$ cat config.mk
export PLATFORM = sky130hd
export DESIGN_NAME = fetch_branch_unit
export DESIGN_NICKNAME = d
export VERILOG_FILES = /design/src/rtl/misc_pkg.sv /design/src/rtl/return_stack.sv /design/src/rtl/fetch_branch_unit.sv
export SDC_FILE = /design/constraint.sdc
export NUM_CORES = 1
export LEC_CHECK = 0
export CAP_MARGIN = 20
export CORE_MARGIN = 2
export CORE_UTILIZATION = 25
export DETAILED_ROUTE_END_ITERATION = 16
export DONT_BUFFER_PORTS = 1
export GPL_TIMING_DRIVEN = 0
export PLACE_DENSITY = 0.41
export SYNTH_ARGS = -nofsm -noshare
export SYNTH_HDL_FRONTEND = slang
export SYNTH_SLANG_ARGS = --single-unit
$ cat constraint.sdc
create_clock -name Clock -period 7.8 [get_ports Clock]
set_input_delay 0.39 -clock Clock [delete_from_list [all_inputs] [get_ports Clock]]
set_output_delay 0.39 -clock Clock [all_outputs]
set_load 0.005 [all_outputs]
$ cat src/rtl/misc_pkg.sv
// Shared definitions for the fetch/branch unit: widths, opcodes, FSM states.
package misc_pkg;

    localparam int unsigned WORD_W   = 16;
    localparam int unsigned OFFSET_W = 9;

    typedef enum logic [3:0] {
        OP_JMP  = 4'hC,
        OP_BRZ  = 4'hD,
        OP_CALL = 4'hE,
        OP_RET  = 4'hF
    } opcode_e;

    typedef enum logic [1:0] {
        S_FETCH,
        S_WAIT,
        S_ADVANCE
    } state_e;

    // Absolute targets live in the low 4K words.
    function automatic logic [WORD_W-1:0] jump_target(input logic [WORD_W-1:0] instr);
        return {4'b0000, instr[11:0]};
    endfunction

endpackage

$ cat src/rtl/return_stack.sv
// LIFO of return addresses; push and pop update in one cycle, top is read combinationally.
module return_stack #(
    parameter int unsigned DEPTH = 8,
    parameter int unsigned WIDTH = 16
) (
    input  logic             Clock,
    input  logic             Reset,
    input  logic             i_push,
    input  logic             i_pop,
    input  logic [WIDTH-1:0] i_data,
    output logic [WIDTH-1:0] o_data,
    output logic             o_full,
    output logic             o_empty
);

    localparam int unsigned IDX_W = $clog2(DEPTH);
    localparam int unsigned PTR_W = IDX_W + 1;

    logic [WIDTH-1:0] r_mem [DEPTH];
    logic [PTR_W-1:0] r_sp;
    logic [IDX_W-1:0] w_wr_idx;
    logic [IDX_W-1:0] w_rd_idx;
    logic             w_do_push;
    logic             w_do_pop;

    assign o_full    = (r_sp == PTR_W'(DEPTH));
    assign o_empty   = (r_sp == '0);
    assign w_wr_idx  = r_sp[IDX_W-1:0];
    assign w_rd_idx  = w_wr_idx - IDX_W'(1);
    assign o_data    = r_mem[w_rd_idx];
    assign w_do_push = i_push && !o_full;
    assign w_do_pop  = i_pop && !o_empty;

    always_ff @(posedge Clock or posedge Reset) begin
        if (Reset) begin
            r_sp <= '0;
        end else if (w_do_push) begin
            r_sp <= r_sp + PTR_W'(1);
        end else if (w_do_pop) begin
            r_sp <= r_sp - PTR_W'(1);
        end
    end

    always_ff @(posedge Clock) begin
        if (w_do_push) begin
            r_mem[w_wr_idx] <= i_data;
        end
    end

endmodule

$ cat src/rtl/fetch_branch_unit.sv
// Fetch sequencer with jump/branch/call/return handling; steers an external PC that
// increments by default and is held via LoadEnable while an instruction is in flight.
module fetch_branch_unit
    import misc_pkg::*;
#(
    parameter int unsigned STACK_DEPTH = 8
) (
    input  logic                       Clock,
    input  logic                       Reset,
    input  logic signed [WORD_W-1:0]   CounterValue,
    output logic        [WORD_W-1:0]   InstrAddr,
    output logic                       InstrReq,
    input  logic                       InstrValid,
    input  logic        [WORD_W-1:0]   InstrData,
    input  logic                       Zero,
    input  logic                       Stall,
    output logic                       IssueValid,
    output logic        [WORD_W-1:0]   IssueInstr,
    output logic signed [WORD_W-1:0]   LoadValue,
    output logic                       LoadEnable,
    output logic signed [OFFSET_W-1:0] Offset,
    output logic                       OffsetEnable,
    output logic                       StackError
);

    state_e            r_state;
    state_e            w_next;
    logic [WORD_W-1:0] r_instr;
    logic              r_stack_err;
    logic [3:0]        w_opcode;
    logic              w_push;
    logic              w_pop;
    logic              w_err_set;
    logic [WORD_W-1:0] w_push_data;
    logic [WORD_W-1:0] w_stack_top;
    logic              w_stack_full;
    logic              w_stack_empty;

    assign w_opcode    = r_instr[15:12];
    assign w_push_data = CounterValue + 16'sd1;
    assign InstrAddr   = CounterValue;
    assign IssueInstr  = r_instr;
    assign StackError  = r_stack_err;

    return_stack #(
        .DEPTH (STACK_DEPTH),
        .WIDTH (WORD_W)
    ) u_return_stack (
        .Clock   (Clock),
        .Reset   (Reset),
        .i_push  (w_push),
        .i_pop   (w_pop),
        .i_data  (w_push_data),
        .o_data  (w_stack_top),
        .o_full  (w_stack_full),
        .o_empty (w_stack_empty)
    );

    always_comb begin
        w_next       = r_state;
        InstrReq     = 1'b0;
        LoadEnable   = 1'b0;
        LoadValue    = CounterValue;
        OffsetEnable = 1'b0;
        Offset       = r_instr[OFFSET_W-1:0];
        IssueValid   = 1'b0;
        w_push       = 1'b0;
        w_pop        = 1'b0;
        w_err_set    = 1'b0;
        case (r_state)
            S_FETCH: begin
                InstrReq   = 1'b1;
                LoadEnable = 1'b1;
                w_next     = S_WAIT;
            end
            S_WAIT: begin
                LoadEnable = 1'b1;
                if (InstrValid) begin
                    w_next = S_ADVANCE;
                end
            end
            S_ADVANCE: begin
                if (Stall) begin
                    LoadEnable = 1'b1;
                end else begin
                    w_next = S_FETCH;
                    case (w_opcode)
                        OP_JMP: begin
                            LoadEnable = 1'b1;
                            LoadValue  = jump_target(r_instr);
                        end
                        OP_BRZ: begin
                            OffsetEnable = Zero;
                        end
                        OP_CALL: begin
                            // Overflow drops the return address but the jump still happens.
                            LoadEnable = 1'b1;
                            LoadValue  = jump_target(r_instr);
                            if (w_stack_full) begin
                                w_err_set = 1'b1;
                            end else begin
                                w_push = 1'b1;
                            end
                        end
                        OP_RET: begin
                            if (w_stack_empty) begin
                                w_err_set = 1'b1;
                            end else begin
                                w_pop      = 1'b1;
                                LoadEnable = 1'b1;
                                LoadValue  = w_stack_top;
                            end
                        end
                        default: begin
                            IssueValid = 1'b1;
                        end
                    endcase
                end
            end
            default: begin
                w_next = S_FETCH;
            end
        endcase
    end

    always_ff @(posedge Clock or posedge Reset) begin
        if (Reset) begin
            r_state     <= S_FETCH;
            r_instr     <= '0;
            r_stack_err <= 1'b0;
        end else begin
            r_state <= w_next;
            if (r_state == S_WAIT && InstrValid) begin
                r_instr <= InstrData;
            end
            if (w_err_set) begin
                r_stack_err <= 1'b1;
            end
        end
    end

endmodule

**After elaboration in Yosys (flattened, before gate mapping)**

Memory sizes are Yosys's and may differ from the RTL's.
Index checks and enable logic that the tools add are counted.

- Bits in registers: 23
- Bits in latches: 0
- RAM bits: 128
- Bits in read-only memories: 0
- Word-level logic and storage cells: 64
- Memories: 1

- $add $sub $neg: 4
- Multiply operators: 0
- Div/mod/pow operators: 0
- $lt $le $gt $ge: 0
- Equal/unequal tests: 9
- Shift-type cells: 0
- Mux-type cells: 34
- Bitwise logic cells: 0
- Reduce and logical (&&, ||, !) cells: 12

Memory list:

| memory | depth | width | rd ports | clocked after Yosys merged registers in | wr ports | line | text |
|---|---|---|---|---|---|---|---|
| u_return_stack.r_mem | 8 | 16 | 1 | 0 | 1 | return_stack.sv:19 | `logic [WIDTH-1:0] r_mem [DEPTH];` |

Operators by type and width:

| operator | number |
|---|---|
| $mux W16 | 3 |
| $pmux W16 S2 | 1 |
| $mux W1 | 22 |
| $eq A4 B4 Y1 const B | 5 |
| $add A16 B2 Y16 const B | 1 |
| $mux W4 | 2 |
| $pmux W1 S2 | 3 |
| $pmux W2 S3 | 1 |
| $add A4 B1 Y4 const B | 1 |
| $logic_not A4 Y1 | 1 |
| $mux W2 | 2 |
| $ne A2 B2 Y1 const B | 2 |
| $reduce_or A2 Y1 | 2 |
| $reduce_or A4 Y1 | 1 |
| $sub A4 B1 Y4 const B | 1 |
| $logic_and A1 B1 Y1 | 3 |
| $sub A3 B1 Y3 const B | 1 |
| $eq A2 B1 Y1 const B | 1 |
| $eq A2 B2 Y1 const B | 1 |
| $logic_not A1 Y1 | 2 |
| $logic_not A2 Y1 | 1 |
| $reduce_and A2 Y1 | 1 |
| $reduce_bool A2 Y1 | 1 |

**Depth between registers and ports, before layout**

Gate-level depths: netlist of run 1.

- Depth after elaboration: 8
- Gate-level depth with buffers: 12
- Depth with buffers taken out: 10

**By module**

From an unflattened synthesis of run 1, not the netlist that was laid out.

- Cell total of the unflattened synthesis: 390
- Area total of the unflattened synthesis: 6,786.5 um^2

By module, submodules not included:

| module | times used | cells an instance | area each (um^2) |
|---|---|---|---|
| return_stack | 1 | 233 | 5,251.3 |
| fetch_branch_unit | 1 | 157 | 1,535.2 |

**Worst setup path before layout of run 1**

Ideal clock, no wire load.

- Kind: reg-to-reg
- Start point: register u_return_stack.r_sp[0]
- End point: memory u_return_stack.r_mem[0][0] (enable)
- Library setup time: 0.409 ns
- Arrival: 2.622 ns
- Data required time: 7.391 ns
- Path slack: 4.769 ns
- Stages on the path, launching flop included: 8
- Path buffers: 2
- Clock period less this slack: 3.031 ns
- Cell sequence: dfrtp_1 buf_6 buf_2 inv_1 ha_1 a21oi_1 nand3_1 nor3_1

- Cells in the longest elaborated chain, start to end: 8

Ends and longest elaborated chain:

| element | line | text |
|---|---|---|
| start, declared | return_stack.sv:20 | `logic [PTR_W-1:0] r_sp;` |
| start signal, assigned | return_stack.sv:38 | `r_sp <= r_sp + PTR_W'(1);` |
| start signal, assigned | return_stack.sv:40 | `r_sp <= r_sp - PTR_W'(1);` |
| $eq A4 B4 Y1 | return_stack.sv:26 | `assign o_full = (r_sp == PTR_W'(DEPTH));` |
| $mux W1 | fetch_branch_unit.sv:99 | `if (w_stack_full) begin` |
| $mux W1 | fetch_branch_unit.sv:87 | `case (w_opcode)` |
| $mux W1 | fetch_branch_unit.sv:83 | `if (Stall) begin` |
| $mux W1 | fetch_branch_unit.sv:70 | `case (r_state)` |
| $logic_and A1 B1 Y1 | return_stack.sv:31 | `assign w_do_push = i_push && !o_full;` |
| $mux W1 | return_stack.sv:45 | `if (w_do_push) begin` |
| $mux W1 (not written as such) | return_stack.sv:46 | `r_mem[w_wr_idx] <= i_data;` |
| end, declared | return_stack.sv:19 |  |

Several ways; a longest one is shown, not always the timed one.

**Final worst setup path of run 1**

- Start point: register u_return_stack.r_sp[0]
- End point: output LoadValue[8]

- Cells in the longest elaborated chain, start to end: 6

Ends and longest elaborated chain:

| element | line | text |
|---|---|---|
| $sub A3 B1 Y3 | return_stack.sv:29 | `assign w_rd_idx = w_wr_idx - IDX_W'(1);` |
| named net u_return_stack.w_rd_idx[0] | return_stack.sv:22 | `logic [IDX_W-1:0] w_rd_idx;` |
| $mem_v2 Z8 W16 | n/a |  |
| $mux W16 | fetch_branch_unit.sv:106 | `if (w_stack_empty) begin` |
| $pmux W16 S2 | fetch_branch_unit.sv:87 |  |
| $mux W16 | fetch_branch_unit.sv:83 |  |
| $mux W16 | fetch_branch_unit.sv:70 |  |
| end, declared | fetch_branch_unit.sv:19 | `output logic signed [WORD_W-1:0] LoadValue,` |

The timed path passes the listed nets, and every way through them passes these cells.

==> results.json, run 1 <==
{
  "synth_top_area_share": 0.579,
  "final_cells": 781,
  "cts_max_level": 4,
  "synth_compound_area_frac": 0.0468,
  "drt-pass1-iter-count": 4,
  "final_nets": 475,
  "layout_setup_ws_ns": 3.80,
  "area_delta_synth_final_pct": 18.6,
  "fmax_mhz": 250,
  "clkTransAtPathRegs_ns": 0.06,
  "postPlaceCellArea_um2": 7260,
  "status": "completed",
  "first_global_vias": 3822,
  "p_int_mw": 1.77,
  "overflow": 0,
  "vias_per_cell": 4.64,
  "drt-total-wl_mm": 17.8,
  "die_w_um": 167,
  "clockBufferDepth": 2,
  "yosysTopAreaCell": "edfxtp_1",
  "clockPowerShare": 0.311,
  "synth_mux_area_frac": 0.144,
  "busiest_layer": "met2",
  "initial_core_util": 0.255,
  "powerDensity_nw_per_um2": 332,
  "synthFlopType": "edfxtp_1",
  "wl_per_cell_um": 22.7,
  "rsz0062_at_grt": "no",
  "cp-end-kind": "output port",
  "clk_latency_ns": 0.41,
  "die_area_um2": 27900,
  "leakagePower_nw": 2.66,
  "slew-limit-headroom": 0.380,
  "grt_start_max_net_pins": 24,
  "yosys-top-cells-area": "edfxtp_1 58%, mux4_2 11%, dfrtp_1 8.7%",
  "first_iter_violations": 214,
  "ant_nets": 0,
  "p_sw_frac": 0.324,
  "place_congestion": 0.720,
  "fin_skew_ns": 0.00505,
  "root_buffer": "clkbuf_16",
  "finalSetupViolCount": 0,
  "synth_area_um2": 6640,
  "place_inst": 747,
  "critPathArrivalTime_ns": 3.61,
  "antenna_found_initial": 0,
  "core_area_um2": 26100,
  "cts_tree": "built",
  "synthAdderAreaFrac": 0.0106,
  "cp-start-kind": "register",
  "dp_hpwl_mm": 12.6,
  "synthCells": 402,
  "io_buffers": 0,
  "clkSinkCount": 151,
  "ff2ff_setup_slack_ns": 4.68,
  "hold_ws_ns": 0.0582,
  "cp_max_fo": 10,
  "use_met3": 0.0292,
  "yosys_warnings": 0,
  "switchingPower_mw": 0.845,
  "fin_tns_setup_ns": 0,
  "synth-async-reset-ratio": 0.152,
  "grt_pass1_wl_mm": 26.1,
  "critPathKind": "register to output port",
  "worst_slew_pin_slew_ns": 0.930,
  "pwr-share-comb": 0.294,
  "synth_seq_area_share": 0.666,
  "dieHeight_um": 167,
  "yosysUniqueCellTypes": 41,
  "dp_slack_ns": 4.19,
  "use_met2": 0.225,
  "drive_above_1_share": 0.309,
  "drv_cap": 0,
  "final_area_um2": 7870,
  "dr_total_vias": 3626,
  "io_pins": 99,
  "postCtsSetupBuffers": 0,
  "seqPwrFrac": 0.395,
  "row_count": 59,
  "syn-num-nets": 444,
  "hold_viol_final": 0,
  "grtUsageMet1": 0.159,
  "synth_xor_area_frac": 0.0238,
  "synth_seq_cells": 151,
  "avgSynthCellArea_um2": 16.5,
  "synth_top_family_by_area": "multiplexers",
  "synthSimpleGateAreaFrac": 0.0637,
  "cts_buffers": 17,
  "period_needed_ns": 4.00,
  "antennaDiodeCount": 0,
  "synth-edff-count": 128,
  "drc": 0,
  "min_period_over_period": 0.513,
  "hp-class": "input port to register",
  "gr-usage-all-layers": 0.130,
  "peakVddDrop_v": 0.000182,
  "slew_violations": 0,
  "critPathRequiredTime_ns": 7.41
}
-- final timing paths --
check | from | to | cells after the start
worst max-delay path | u_return_stack.r_sp[0]$_DFFE_PP0P_ | LoadValue[8] | 9
worst min-delay path | InstrValid | r_state[0]$_DFFE_PP0P_ | 1
worst max register to register | u_return_stack.r_sp[0]$_DFFE_PP0P_ | u_return_stack.r_sp[3]$_DFFE_PP0P_ | 12
worst min register to register | StackError$_DFFE_PP0P_ | StackError$_DFFE_PP0P_ | 1
max in group asynchronous | Reset | IssueInstr[6]$_DFFE_PP0P_ | 3
min in group asynchronous | Reset | IssueInstr[10]$_DFFE_PP0P_ | 2
-- layer usage --
metal / part of all wire / wire length (um)
met4: 0.015 / 264
met1: 0.43 / 7610
met2: 0.52 / 9320
met5: 0 / 0
met3: 0.033 / 578
-- cells in the mapped netlist, types with 3 or more instances --
library cell / count
xor2_1: 6
edfxtp_1: 128
mux2_2: 18
nand3_1: 8
buf_6: 3
o2bb2ai_1: 4
a21oi_1: 19
inv_1: 7
mux2i_1: 3
dfrtp_1: 23
nand4_1: 4
nor3_1: 5
a221o_1: 12
nand2b_1: 4
ha_1: 4
nor2_1: 14
buf_2: 8
xnor2_1: 12
buf_4: 25
nand2_1: 35
mux4_2: 32
-- sequential cells by signal, indices dropped and copies added, names as in the netlist --
signal,flops
StackError,1
IssueInstr,16
u_return_stack.r_sp,4
r_state,2
u_return_stack.r_mem,128
-- power by group through the flow --
stage	registers, mW	logic (mW)	clock network, mW
after floorplan	1.00	0.589	0
after global placement	1.05	0.775	0
after detailed placement	1.05	0.783	0
after CTS	1.03	0.787	0.832
after global routing	1.04	0.845	0.862
final	1.03	0.768	0.812
-- repair_timing --
action,in CTS,in global routing
hold buffers,0,1
resized for setup,0,0
hold endpoints to repair,0,4
-- cell families after synthesis --
kind of cell | after synthesis
mux | 53
flops | 151
buf+inv | 47
fa+ha+maj | 5
compound gates | 44
simple gates | 84
xor+xnor | 18
-- worst max-delay path: stages, from the launching register on --
cell     delay [ns]
dfrtp_1        0.40
buf_6          0.21
buf_2          0.36
inv_1          0.15
ha_1           0.41
buf_1          0.73
mux4_2         0.41
nand2_1        0.08
a21oi_1        0.09
a221o_1        0.34
-- cell type report --
type,count,area [um2]
Buffer,40,277
Tap cell,335,419
Sequential cell,151,4420
Fill cell,2560,18200
Multi-Input combinational cell,204,1940
Clock buffer,17,425
Clock inverter,15,154
Inverter,7,26.3
Timing Repair Buffer,12,214
-- cell usage in the layout, fill, tap and decap left out, types with 3 or more instances in the layout --
cell type   count
buf_8           4
nand2b_1        4
xor2_1          6
mux2i_1         3
ha_1            4
o2bb2ai_1       4
nor2_1          8
a221o_1        12
buf_4          25
mux4_2         32
clkinv_1        3
nand2_1        35
mux2_2         18
buf_16          4
edfxtp_1      128
buf_6           6
nand4_1         4
clkinvlp_4      3
inv_1           7
xnor2_1        12
nor2_2          6
dfrtp_1        23
a21oi_1        19
nand3_1         8
clkinv_4        3
clkbuf_16      17
nor3_1          3
buf_2           8
-- stage by stage --
step	utilization	power, mW
floorplan	-	1.59
global placement	0.271	1.82
detailed placement	0.278	1.83
CTS	0.301	2.65
global route	0.302	2.75
finish	0.302	2.61
(Power assumes the default switching activity.)
==> inputs of run 2 (changes only) <==
- clock period: 7.8 -> 4.05 ns (I/O delays scaled with it)
==> run 2 against run 1 <==
Compared with the run above: clock power increased by 92%; worst hold slack improved by 0.013 ns; via count increased by 1.2%; sequential power increased by 93%; critical endpoint is now LoadValue[7]; register-to-register slack got worse by 3.7 ns; design area increased by 2.3%; first-iteration DRC count increased by 12%.
==> results.json, run 2 (same netlist as run 1, synthesis figures left out) <==
{
  "io_buffers": 0,
  "powerDensity_nw_per_um2": 626,
  "switchingPower_mw": 1.63,
  "clockBufferDepth": 2,
  "cp-start-kind": "register",
  "critPathArrivalTime_ns": 3.48,
  "drt-total-wl_mm": 17.9,
  "clockPowerShare": 0.310,
  "path_cells": "buf_6 > buf_2 > inv_1 > ha_1 > nor3b_1 > nand4b_1 > buf_2 > a21oi_1 > a221o_1",
  "overflow": 0,
  "cts_buffers": 17,
  "reg2reg_depth": 12,
  "cts_tree": "built",
  "fin_skew_ns": 0.00583,
  "die_w_um": 167,
  "initial_core_util": 0.255,
  "final_cell_mix": "128 x edfxtp_1, 35 x nand2_1, 32 x mux4_2",
  "ff2ff_setup_slack_ns": 0.93,
  "area_delta_synth_final_pct": 21.4,
  "min_period_over_period": 0.909,
  "hold_viol_final": 0,
  "hp-start": "CounterValue[0]",
  "antennaDiodeCount": 0,
  "leakagePower_nw": 2.74,
  "cts_max_level": 4,
  "multi_input_area_um2": 1940,
  "rsz0062_at_grt": "no",
  "dp_hpwl_mm": 12.6,
  "top_register": "u_return_stack.r_mem",
  "min_to": "u_return_stack.r_mem[0][0]$_DFFE_PP_",
  "p_int_mw": 3.41,
  "seqPwrFrac": 0.394,
  "drt-pass1-iter-count": 8,
  "dr_total_vias": 3671,
  "cp-end-kind": "output port",
  "dieHeight_um": 167,
  "final_common_cell": "edfxtp_1",
  "slew-limit-headroom": 0.499,
  "first_iter_violations": 240,
  "wl_per_cell_um": 22.3,
  "slowest_delay_ns": 0.56,
  "drive_above_1_share": 0.300,
  "final_core_util": 0.309,
  "grt_start_max_net_pins": 24,
  "die_area_um2": 27900,
  "total_power_mw": 5.04,
  "clkTransAtPathRegs_ns": 0.06,
  "critPathRequiredTime_ns": 3.85,
  "ant_nets": 0,
  "root_buffer": "clkbuf_16",
  "cp_max_fo": 10,
  "clkSinkCount": 151,
  "place_congestion": 0.720,
  "pwr-share-comb": 0.296,
  "antenna_found_initial": 0,
  "status": "completed",
  "vias_per_cell": 4.59,
  "grt_pass1_wl_mm": 26.3,
  "final_nets": 493,
  "finalSetupViolCount": 0,
  "io_pins": 99,
  "p_sw_frac": 0.323,
  "core_area_um2": 26100,
  "period_needed_ns": 3.68,
  "gr-usage-all-layers": 0.131,
  "largest_reg_flops": 128,
  "crit_slowest_cell": "nand4b_1",
  "register_area_um2": 4420,
  "nFillCells": 2547,
  "regToRegEndpoint": "u_return_stack.r_sp[3]$_DFFE_PP0P_",
  "whs_path_depth": 1,
  "slew_violations": 0,
  "critPathKind": "register to output port",
  "postCtsSetupBuffers": 0,
  "hp-class": "input port to register",
  "peakVddDrop_v": 0.000353,
  "drv_cap": 0,
  "fmax_mhz": 272,
  "r2r_start": "u_return_stack.r_sp[0]$_DFFE_PP0P_",
  "drc": 0,
  "crit_top_cell": "buf_2",
  "worst_slew_pin_slew_ns": 0.752,
  "first_global_vias": 3922,
  "fin_tns_setup_ns": 0,
  "clk_latency_ns": 0.42,
  "row_count": 59
}
run 2: worst max-delay path, delay by kind of cell (launching register included):
family                     cells  cell delay (ns)
AOI/OAI and AO/OA              2             0.44
adders and majority gates      1             0.31
buffers and inverters          4             1.13
DFF                            1             0.40
and+or+nand+nor                2             0.75
run 2: cell type report:
| class | instances | area share |
|---|---|---|
| plain buffers | 40 | 0.0345 |
| clock buffers | 17 | 0.0528 |
| clock inverters | 15 | 0.0191 |
| inverters | 7 | 0.00326 |
| multi-input cells | 204 | 0.241 |
| flip-flops and latches | 151 | 0.549 |
| well taps | 335 | 0.0520 |
| repair buffers | 30 | 0.0489 |
run 2: per-stage QoR:
step	instances	worst slack [ns]	cell area, um2	hold WS (ns)
6_report	799	0.367	8060	0.0713
5_1_grt	799	0.0758	8060	0.0854
4_1_cts	798	0.166	8030	0.0572
3_5_place_dp	747	0.632	7260	0.302
3_3_place_gp	737	-0.837	7060	0.300
2_1_floorplan	402	1.02	6640	0.204
run 2: metal layers:
metal  vias up  wire (um)  track usage
met5         -          0            0
met3        15        698       0.0290
met1      1934       7540        0.159
met2        81       9310        0.228
met4         0        309       0.0472
li1       1641          -            -
run 2: how the worst max path moves through the flow:
stage | to | from | slack, ns | cells past startpoint
2_1_floorplan | u_return_stack.r_mem[0][0]$_DFFE_PP_ | u_return_stack.r_sp[0]$_DFFE_PP0P_ | 1.02 | 7
5_1_grt | LoadValue[11] | u_return_stack.r_sp[0]$_DFFE_PP0P_ | 0.08 | 9
3_3_place_gp | u_return_stack.r_mem[0][14]$_DFFE_PP_ | u_return_stack.r_sp[0]$_DFFE_PP0P_ | -0.84 | 7
4_1_cts | LoadValue[9] | u_return_stack.r_sp[0]$_DFFE_PP0P_ | 0.17 | 9
3_5_place_dp | LoadValue[9] | u_return_stack.r_sp[0]$_DFFE_PP0P_ | 0.63 | 9
6_report | LoadValue[7] | u_return_stack.r_sp[0]$_DFFE_PP0P_ | 0.37 | 9
run 2: repair_timing:
item | 4_1_cts | 5_1_grt
endpoints found under the setup margin | 0 | 3
resized for setup | 0 | 2
hold buffers | 19 | 0
hold endpoints to repair | 41 | 0
run 2: power by group through the flow:
stage	logic, mW	registers [mW]	clock network [mW]
after floorplan	1.13	1.94	0
after global placement	1.49	2.02	0
after global routing	1.64	2.01	1.66
after CTS	1.53	1.99	1.60
after detailed placement	1.51	2.02	0
final	1.49	1.99	1.56
==> inputs of run 3 (changes only) <==
- CTS_BUF_LIST: default -> sky130_fd_sc_hd__clkbuf_2
- SKIP_LAST_GASP: default -> 1
==> run 3 against run 2 <==
Compared with the run above: register-to-register slack hardly changed; setup slack better by 0.039 ns; design area is 0.98% lower; global-route usage is 0.26 points higher; power is 13% lower; via count is 2.7% higher; sequential power hardly changed; critical path type unchanged; maximum frequency is 1.1% higher; wire length is 2.9% higher; combinational power is 4% higher; largest power group unchanged; clock skew is 0.024 ns higher.
==> results.json, run 3 (same netlist as run 1, synthesis figures left out) <==
{
  "drc": 0,
  "critPathRequiredTime_ns": 3.85,
  "top_layer": "met4",
  "min_period_over_period": 0.900,
  "first_iter_violations": 220,
  "period_needed_ns": 3.64,
  "vias_per_cell": 4.58,
  "first_global_vias": 4065,
  "dieHeight_um": 167,
  "slew_violations": 0,
  "io_pins": 99,
  "hold_viol_final": 0,
  "wl_met2_mm": 9.80,
  "cp_max_fo": 10,
  "clk_latency_ns": 0.68,
  "antenna_found_initial": 1,
  "initial_core_util": 0.255,
  "rsz0062_at_grt": "no",
  "drt-pass1-iter-count": 4,
  "core_area_um2": 26100,
  "clkSinkCount": 151,
  "place_inst": 747,
  "cts_tree": "built",
  "overflow": 0,
  "top_register": "u_return_stack.r_mem",
  "whs_path_depth": 3,
  "cts_max_level": 4,
  "cp-start-kind": "register",
  "min_to": "u_return_stack.r_mem[3][11]$_DFFE_PP_",
  "cp-end-kind": "output port",
  "final_cells": 823,
  "ff2ff_setup_slack_ns": 0.94,
  "slew-limit-headroom": 0.558,
  "io_buffers": 0,
  "clockBufferDepth": 2,
  "largest_reg_flops": 128,
  "final_common_cell": "edfxtp_1",
  "drt-met1-wl_mm": 7.58,
  "reg2reg_depth": 12,
  "critPathKind": "register to output port",
  "peakVddDrop_v": 0.000226,
  "drv_cap": 0,
  "cts_buffers": 17,
  "grt_start_max_net_pins": 24,
  "die_w_um": 167,
  "final_cell_mix": "128 x edfxtp_1, 40 x dlygate4sd3_1, 35 x nand2_1",
  "regToRegEndpoint": "u_return_stack.r_sp[3]$_DFFE_PP0P_",
  "fin_skew_ns": 0.0297,
  "wl_per_cell_um": 22.3,
  "fmax_mhz": 274,
  "dp_hpwl_mm": 12.6,
  "row_count": 59,
  "area_delta_synth_final_pct": 20.2,
  "root_buffer": "clkbuf_2",
  "final_nets": 516,
  "drive_above_1_share": 0.300,
  "gr-usage-all-layers": 0.133,
  "dr_wl_met3_um": 801,
  "clkTransAtPathRegs_ns": 0.24,
  "place_congestion": 0.720,
  "drt-total-wl_mm": 18.4,
  "leakagePower_nw": 2.70,
  "grt_pass1_wl_mm": 26.8,
  "final_core_util": 0.306,
  "finalSetupViolCount": 0,
  "hp-class": "input port to register",
  "powerDensity_nw_per_um2": 550,
  "r2r_start": "u_return_stack.r_sp[0]$_DFFE_PP0P_",
  "hp-start": "CounterValue[10]",
  "status": "completed",
  "critPathArrivalTime_ns": 3.44,
  "dr_total_vias": 3769,
  "ant_nets": 0,
  "worst_slew_pin_slew_ns": 0.659,
  "die_area_um2": 27900
}
==> run 3: worst max path at each step <==
stage                                       startpoint                                    end  slack [ns]  cells after the start
detailed placement  u_return_stack.r_sp[0]$_DFFE_PP0P_                           LoadValue[9]        0.63                      9
CTS                 u_return_stack.r_sp[0]$_DFFE_PP0P_                           LoadValue[9]        0.04                      9
global placement    u_return_stack.r_sp[0]$_DFFE_PP0P_  u_return_stack.r_mem[0][14]$_DFFE_PP_       -0.84                      7
finish              u_return_stack.r_sp[0]$_DFFE_PP0P_                          LoadValue[15]        0.41                     10
global route        u_return_stack.r_sp[0]$_DFFE_PP0P_                          LoadValue[11]        0.04                      9
floorplan           u_return_stack.r_sp[0]$_DFFE_PP0P_   u_return_stack.r_mem[0][0]$_DFFE_PP_        1.02                      7
==> run 3: what timing repair did <==
| item | 4_1_cts | 5_1_grt |
|---|---|---|
| endpoints found under the hold margin | 174 | 4 |
| setup buffers | 2 | 0 |
| resized for setup | 5 | 6 |
| setup endpoints to repair | 13 | 12 |
| hold buffers | 39 | 1 |
| gates cloned | 0 | 0 |
==> run 3: through the flow <==
step | cell area (um2) | setup WS (ns) | setup TNS [ns] | total power [mW] | hold WS, ns
floorplan | 6640 | 1.02 | 0 | 3.07 | 0.204
global placement | 7060 | -0.837 | -20.30 | 3.51 | 0.300
detailed placement | 7260 | 0.632 | 0 | 3.53 | 0.302
CTS | 7920 | 0.0352 | 0 | 4.45 | 0.0129
global route | 7980 | 0.0440 | 0 | 4.65 | 0.0160
finish | 7980 | 0.406 | 0 | 4.38 | 0.0993
==> run 3: power by group <==
part | total (mW) | internal (mW) | switching, mW
registers | 1.98 | 1.80 | 0.185
logic | 1.55 | 0.738 | 0.807
clock network | 0.857 | 0.286 | 0.571
total | 4.38 | 2.82 | 1.56
==> run 3: area by class of cell <==
type                    instances  area [um2]
plain buffers                  40         283
clock inverters                15         154
well taps                     335         419
diodes                          1        2.50
multi-input cells             204        1970
inverters                       7        26.3
fillers                      2574       18100
clock buffers                  17        85.1
flip-flops and latches        151        4420
repair buffers                 53         619
==> run 3: worst max-delay path, cell delays in order, from the launching register on <==
cell      delay (ns)
dfrtp_1         0.46
buf_6           0.18
buf_2           0.24
inv_1           0.16
ha_2            0.32
nor3b_1         0.34
nand4b_1        0.16
buf_4           0.17
buf_2           0.28
a21oi_1         0.09
a211oi_1        0.36
==> run 3: metal layers <==
layer  vias to the layer above  GRT usage
met4                         0     0.0416
met5                         -          0
met1                      1952      0.158
met2                       108      0.236
li1                       1697          -
met3                        12     0.0359
